`config.mk`:
```
export PLATFORM = sky130hd
export DESIGN_NAME = i2s_tx_stream
export DESIGN_NICKNAME = d
export VERILOG_FILES = /design/src/rtl/i2s_tx_stream.sv
export SDC_FILE = /design/constraint.sdc
export NUM_CORES = 1
export LEC_CHECK = 0
export ABC_AREA = 1
export CORE_MARGIN = 2
export CORE_UTILIZATION = 23
export CTS_CLUSTER_SIZE = 14
export DETAILED_ROUTE_END_ITERATION = 12
export DONT_BUFFER_PORTS = 1
export GPL_ROUTABILITY_DRIVEN = 0
export PLACE_DENSITY = 0.42
export SLEW_MARGIN = 20
export SYNTH_ARGS = -nofsm -noshare
export SYNTH_HDL_FRONTEND = slang
export SYNTH_SLANG_ARGS = --single-unit
```
`constraint.sdc`:
```
create_clock -name cmn_clk -period 3.5 [get_ports cmn_clk]
set_clock_uncertainty 0.2 [all_clocks]
set_input_delay 0.525 -clock cmn_clk [delete_from_list [all_inputs] [get_ports cmn_clk]]
set_output_delay 0.525 -clock cmn_clk [all_outputs]
set_load 0.01 [all_outputs]
```
`src/rtl/i2s_tx_stream.sv`:
```
// Stereo I2S / left-justified transmitter for the PCM5102A path.
// BCK/LRCK come from clock enables in cmn_clk; {L,R} pairs are buffered in a FIFO and serialised MSB first.
module i2s_tx_stream #(
  parameter int unsigned DATA_W     = 24,
  parameter int unsigned SLOT_W     = 32,
  parameter int unsigned HALF_DIV   = 32,
  parameter int unsigned FIFO_DEPTH = 16
) (
  input  logic                          cmn_clk,
  input  logic                          cmn_rst_n,
  input  logic                          s_tvalid,
  output logic                          s_tready,
  input  logic [2*DATA_W-1:0]           s_tdata,
  input  logic                          fmt_lj,
  input  logic                          mute,
  output logic                          dac_bck,
  output logic                          dac_lrck,
  output logic                          dac_din,
  output logic [$clog2(FIFO_DEPTH):0]   fifo_level,
  output logic                          underrun
);

  localparam int unsigned PAIR_W = 2 * DATA_W;
  localparam int unsigned BIT_W  = $clog2(2 * SLOT_W);
  localparam int unsigned DIV_W  = (HALF_DIV > 1) ? $clog2(HALF_DIV) : 1;
  localparam int unsigned PTR_W  = $clog2(FIFO_DEPTH);
  localparam int unsigned LVL_W  = PTR_W + 1;

  if (SLOT_W < DATA_W + 1) begin : g_bad_slot
    $error("i2s_tx_stream: SLOT_W must be >= DATA_W+1");
  end
  if (HALF_DIV < 1) begin : g_bad_div
    $error("i2s_tx_stream: HALF_DIV must be >= 1");
  end
  if ((FIFO_DEPTH < 2) || ((FIFO_DEPTH & (FIFO_DEPTH - 1)) != 0)) begin : g_bad_depth
    $error("i2s_tx_stream: FIFO_DEPTH must be a power of two >= 2");
  end

  logic [DIV_W-1:0]  r_div_cnt;
  logic [BIT_W-1:0]  r_bit_cnt;
  logic              r_bck;
  logic              r_lrck;
  logic              r_din;
  logic              r_underrun;
  logic              r_fmt_lj;
  logic [PAIR_W-1:0] r_word;
  logic [PAIR_W-1:0] r_mem [FIFO_DEPTH];
  logic [PTR_W-1:0]  r_wr_ptr;
  logic [PTR_W-1:0]  r_rd_ptr;
  logic [LVL_W-1:0]  r_level;
  logic              r_tready;

  logic              w_div_wrap;
  logic              w_fe;
  logic [BIT_W-1:0]  w_bit_nxt;
  logic              w_frame_start;
  logic              w_empty;
  logic              w_push;
  logic              w_pop;
  logic [LVL_W-1:0]  w_level_nxt;
  logic [PAIR_W-1:0] w_word_nxt;
  logic              w_lj;
  logic              w_in_left;
  logic [BIT_W-1:0]  w_pos;
  logic [DATA_W-1:0] w_slot_word;
  logic              w_in_rng;
  logic [BIT_W-1:0]  w_shamt;
  logic              w_din_nxt;

  assign w_div_wrap    = (r_div_cnt == DIV_W'(HALF_DIV - 1));
  assign w_fe          = w_div_wrap & r_bck;
  assign w_bit_nxt     = (r_bit_cnt == BIT_W'(2 * SLOT_W - 1)) ? '0 : r_bit_cnt + BIT_W'(1);
  assign w_frame_start = w_fe & (w_bit_nxt == '0);
  assign w_empty       = (r_level == '0);
  assign w_push        = s_tvalid & r_tready;
  assign w_pop         = w_frame_start & ~w_empty;
  assign w_level_nxt   = r_level + LVL_W'(w_push) - LVL_W'(w_pop);

  // The popped word (or zero when muted/empty) drives bit 0 of the new frame directly.
  assign w_word_nxt  = w_frame_start ? ((w_empty | mute) ? '0 : r_mem[r_rd_ptr]) : r_word;
  assign w_lj        = w_frame_start ? fmt_lj : r_fmt_lj;
  assign w_in_left   = (w_bit_nxt < BIT_W'(SLOT_W));
  assign w_pos       = w_in_left ? w_bit_nxt : w_bit_nxt - BIT_W'(SLOT_W);
  assign w_slot_word = w_in_left ? w_word_nxt[PAIR_W-1:DATA_W] : w_word_nxt[DATA_W-1:0];

  // Bit select: shamt counts from the MSB; I2S starts one slot position later than LJ.
  always_comb begin
    w_in_rng  = 1'b0;
    w_shamt   = w_pos;
    w_din_nxt = 1'b0;
    if (w_lj) begin
      w_in_rng = (w_pos < BIT_W'(DATA_W));
      w_shamt  = w_pos;
    end else begin
      w_in_rng = (w_pos != '0) && (w_pos <= BIT_W'(DATA_W));
      w_shamt  = w_pos - BIT_W'(1);
    end
    for (int unsigned i = 0; i < DATA_W; i++) begin
      if (w_in_rng && (w_shamt == BIT_W'(i))) w_din_nxt = w_slot_word[DATA_W-1-i];
    end
  end

  // Clock-enable divider and serialiser; all DAC pins change together on the BCK falling event.
  always_ff @(posedge cmn_clk or negedge cmn_rst_n) begin
    if (!cmn_rst_n) begin
      r_div_cnt  <= '0;
      r_bck      <= 1'b0;
      r_bit_cnt  <= BIT_W'(2 * SLOT_W - 1);
      r_lrck     <= 1'b1;
      r_din      <= 1'b0;
      r_word     <= '0;
      r_fmt_lj   <= 1'b0;
      r_underrun <= 1'b0;
    end else begin
      r_underrun <= w_frame_start & w_empty;
      if (w_div_wrap) begin
        r_div_cnt <= '0;
        r_bck     <= ~r_bck;
      end else begin
        r_div_cnt <= r_div_cnt + DIV_W'(1);
      end
      if (w_fe) begin
        r_bit_cnt <= w_bit_nxt;
        r_lrck    <= ~w_in_left;
        r_din     <= w_din_nxt;
      end
      if (w_frame_start) begin
        r_word   <= w_word_nxt;
        r_fmt_lj <= fmt_lj;
      end
    end
  end

  // FIFO pointers, level and registered ready.
  always_ff @(posedge cmn_clk or negedge cmn_rst_n) begin
    if (!cmn_rst_n) begin
      r_wr_ptr <= '0;
      r_rd_ptr <= '0;
      r_level  <= '0;
      r_tready <= 1'b0;
    end else begin
      if (w_push) r_wr_ptr <= r_wr_ptr + PTR_W'(1);
      if (w_pop)  r_rd_ptr <= r_rd_ptr + PTR_W'(1);
      r_level  <= w_level_nxt;
      r_tready <= (w_level_nxt < LVL_W'(FIFO_DEPTH));
    end
  end

  always_ff @(posedge cmn_clk) begin
    if (w_push) r_mem[r_wr_ptr] <= s_tdata;
  end

  assign s_tready   = r_tready;
  assign dac_bck    = r_bck;
  assign dac_lrck   = r_lrck;
  assign dac_din    = r_din;
  assign fifo_level = r_level;
  assign underrun   = r_underrun;

endmodule
```
==> impl_metrics.ini <==
[route]
wire_per_inst_um = 21.6
drt_iter0_drc = 1772
first_pass_iters = 6
drc = 0
routed_via_density = 4.44
postRouteAntennaNets = 0
wl_mm = 104
dr_total_vias = 21500

[sta]
rsz0062_at_grt = yes
hold_viol = 0
max_freq_ghz = 0.295
period_share_pct = 96.9
slew_violations = 0
setup_violations = 0
setup_tns_ps = 0
hold_slack_ps = 154
max_slew_margin_pct = 51.4
period_minus_slack_ps = 3390
worstMarginPinSlew_ps = 729

[floorplan]
start_util_pct = 23.1
dieArea_um2 = 152000
ios = 63
num_rows = 141
core_area_um2 = 148000
fp.dieH_um = 389
fp.dieW_um = 389

[logic_synthesis]
ys_warn_count = 0
synth.largest_area_cell = edfxtp_1
synth-seq-area-share_pct = 73.2
synthArstFlopShare_pct = 9.11
synth.avg_cell_area_um2 = 12.8
synthesis.nets = 2734
synth_edf_count = 768
synth_top_area_share_pct = 67.5
yosys-top-cells-area = edfxtp_1 (67%), dfrtp_1 (5.2%), nand2_1 (5.0%), o21ai_0 (4.0%), nor2_1 (3.1%)
synth_cell_types = 58
postSynthCellCount = 2665
ys_ff_latch = 845
netlist_area_um2 = 34200
ys.flop_type = edfxtp_1

[critical_path]
r2r_end = dac_din$_DFFE_PN0P_
arrival_ps = 3770
cpMaxStageDelayCell = dfstp_2
cp_max_fo = 5
cp-end-kind = register
startpoint = r_bit_cnt[0]$_DFFE_PN1P_
critical_path_required_ps = 3880
reg2reg_depth = 29
rr_startpoint = r_bit_cnt[0]$_DFFE_PN1P_
rrSetupSlack_ps = 110
endpoint = dac_din$_DFFE_PN0P_
path_buf_inv = 2
max_stage_delay_ps = 560
path_depth = 29
critPathKind = reg -> reg
path_delay_family = simple AND/OR/NAND/NOR gates
cp-start-kind = register
cpMostUsedCell = nand2_1

[power_and_ir_drop]
peakVddDrop_uv = 323
finalPower_uw = 21100
p_per_area_nw_per_um2 = 509
p_leak_uw = 0.0143

[cts]
clk_transition_reported_paths_ps = 60
htree_levels = 3
cts_buffers = 93
cts_root_buffer = clkbuf_16
clockBufferDepth = 3
clk_latency_ps = 690
cts_tree = yes
cts_sinks = 845

[final_layout]
fin_util_pct = 28.1
drive_gt1_share_pct = 14.6
final_common_cell = edfxtp_1
mostFrequentLayoutCells = edfxtp_1 (768), nand2_1 (449), o21ai_0 (268), nor2_1 (262), buf_4 (131)
n_fill_cell = 15000
fin_area_um2 = 41400
nNetsFinal = 2898
synthToLayoutAreaGrowth_pct = 21.3

[global_routing]
grt_pass1_vias = 21500
grt_pass1_wl_mm = 153
antenna_found_initial = 14
grt.total_usage_pct = 13.7
grt.overflow.total = 0
grt_max_degree = 78

[place]
dp_hpwl_mm = 59.0
io_buffers = 0
dpl_cell_area_um2 = 37700

[run]
maxCapViolations = 0

[worst_hold_path]
hold_class = in -> async

[status]
status = finished, final reports clean
[synthesized netlist by cell type, drive strengths merged (2+ instances only)]
master	instances
edfxtp	768
nand2	478
nor2	290
o21ai	274
nand3	131
buf	124
a21oi	122
inv	101
dfrtp	71
o221ai	56
nand4	38
clkbuf	37
o22ai	28
a31oi	19
a221oi	16
a21o	15
ha	15
o211ai	12
xor2	10
o31ai	9
a32o	6
dfstp	6
nor3	6
o41ai	6
or2	5
a22o	4
o2111ai	4
xnor2	3
a41oi	2
[cells by family (layout without fill, tap and decap cells)]
kind of cell | after synthesis | count (layout) | share of synthesized area (%)
AOI/OAI and AO/OA | 577 | 577 | 10.1
xor gates and xnor gates | 13 | 13 | 0.333
adders and majority gates | 16 | 16 | 0.608
buffers and inverters | 263 | 503 | 3.68
DFF | 845 | 845 | 73.2
other | 0 | 3 | 0
and+or+nand+nor | 951 | 951 | 12.1
[report_power, final]
part           internal (uW)  total (uW)  switching [uW]
combinational           50.1         210             160
clock                   5760        9850            4090
sequential             11000       11000            2.10
[worst reg2reg max path: cells and delay by family (launching register included)]
family,cells,cell delay (ps)
buf+inv,2,120
compound gates,1,170
simple gates,25,2060
fa+ha+maj,1,170
flops,1,560
[routing by layer]
metal / track usage, % / wire (um) / vias up
li1: - / - / 10000
met1: 17.9 / 46700 / 10900
met2: 23.3 / 51200 / 383
met3: 2.07 / 4200 / 143
met4: 4.06 / 2270 / 16
met5: 0 / 109 / -
[timing repair]
action	in CTS	in global routing
endpoints found under the hold margin	867	0
resized for setup	2	21
pin swaps	0	5
setup endpoints to repair	2	4
buffers inserted	0	3
hold buffers	53	0
[state kept, by name, summed over array words and instances, names as in the netlist]
signal      cells
dac_din         1
s_tready        1
underrun        1
r_word         48
fifo_level      5
r_mem         768
r_rd_ptr        4
dac_bck         1
r_fmt_lj        1
r_wr_ptr        4
r_bit_cnt       6
r_div_cnt       5
[worst min-delay path by stage]
| stage | endpoint | from | cells after the start | slack (ps) |
|---|---|---|---|---|
| 2_1_floorplan | dac_bck$_DFFE_PN0N_ | cmn_rst_n | 0 | 30 |
| 3_3_place_gp | fifo_level[3]$_DFF_PN0_ | cmn_rst_n | 0 | 30 |
| 3_5_place_dp | fifo_level[2]$_DFF_PN0_ | cmn_rst_n | 0 | 30 |
| 4_1_cts | fifo_level[2]$_DFF_PN0_ | cmn_rst_n | 2 | 140 |
| 5_1_grt | fifo_level[2]$_DFF_PN0_ | cmn_rst_n | 2 | 170 |
| 6_report | fifo_level[2]$_DFF_PN0_ | cmn_rst_n | 2 | 150 |
[area by class of cell]
type	instances	area (um^2)	share of cell area (%)
multi-input combinational	1557	8110	19.6
sequential	845	25000	60.4
antenna	3	7.51	0.0181
clock inverter	47	460	1.11
inverter	102	409	0.987
timing repair buffer	230	2440	5.90
clock buffer	124	2580	6.22
tap	1930	2410	5.83
[per-stage QoR]
step | setup slack [ps] | instances
floorplan | -72.9 | 2665
global placement | -5.10 | 4608
detailed placement | 2.98 | 4608
CTS | 31.1 | 4832
global route | -292 | 4838
finish | 108 | 4838
Power figures use the tool's default switching activity.
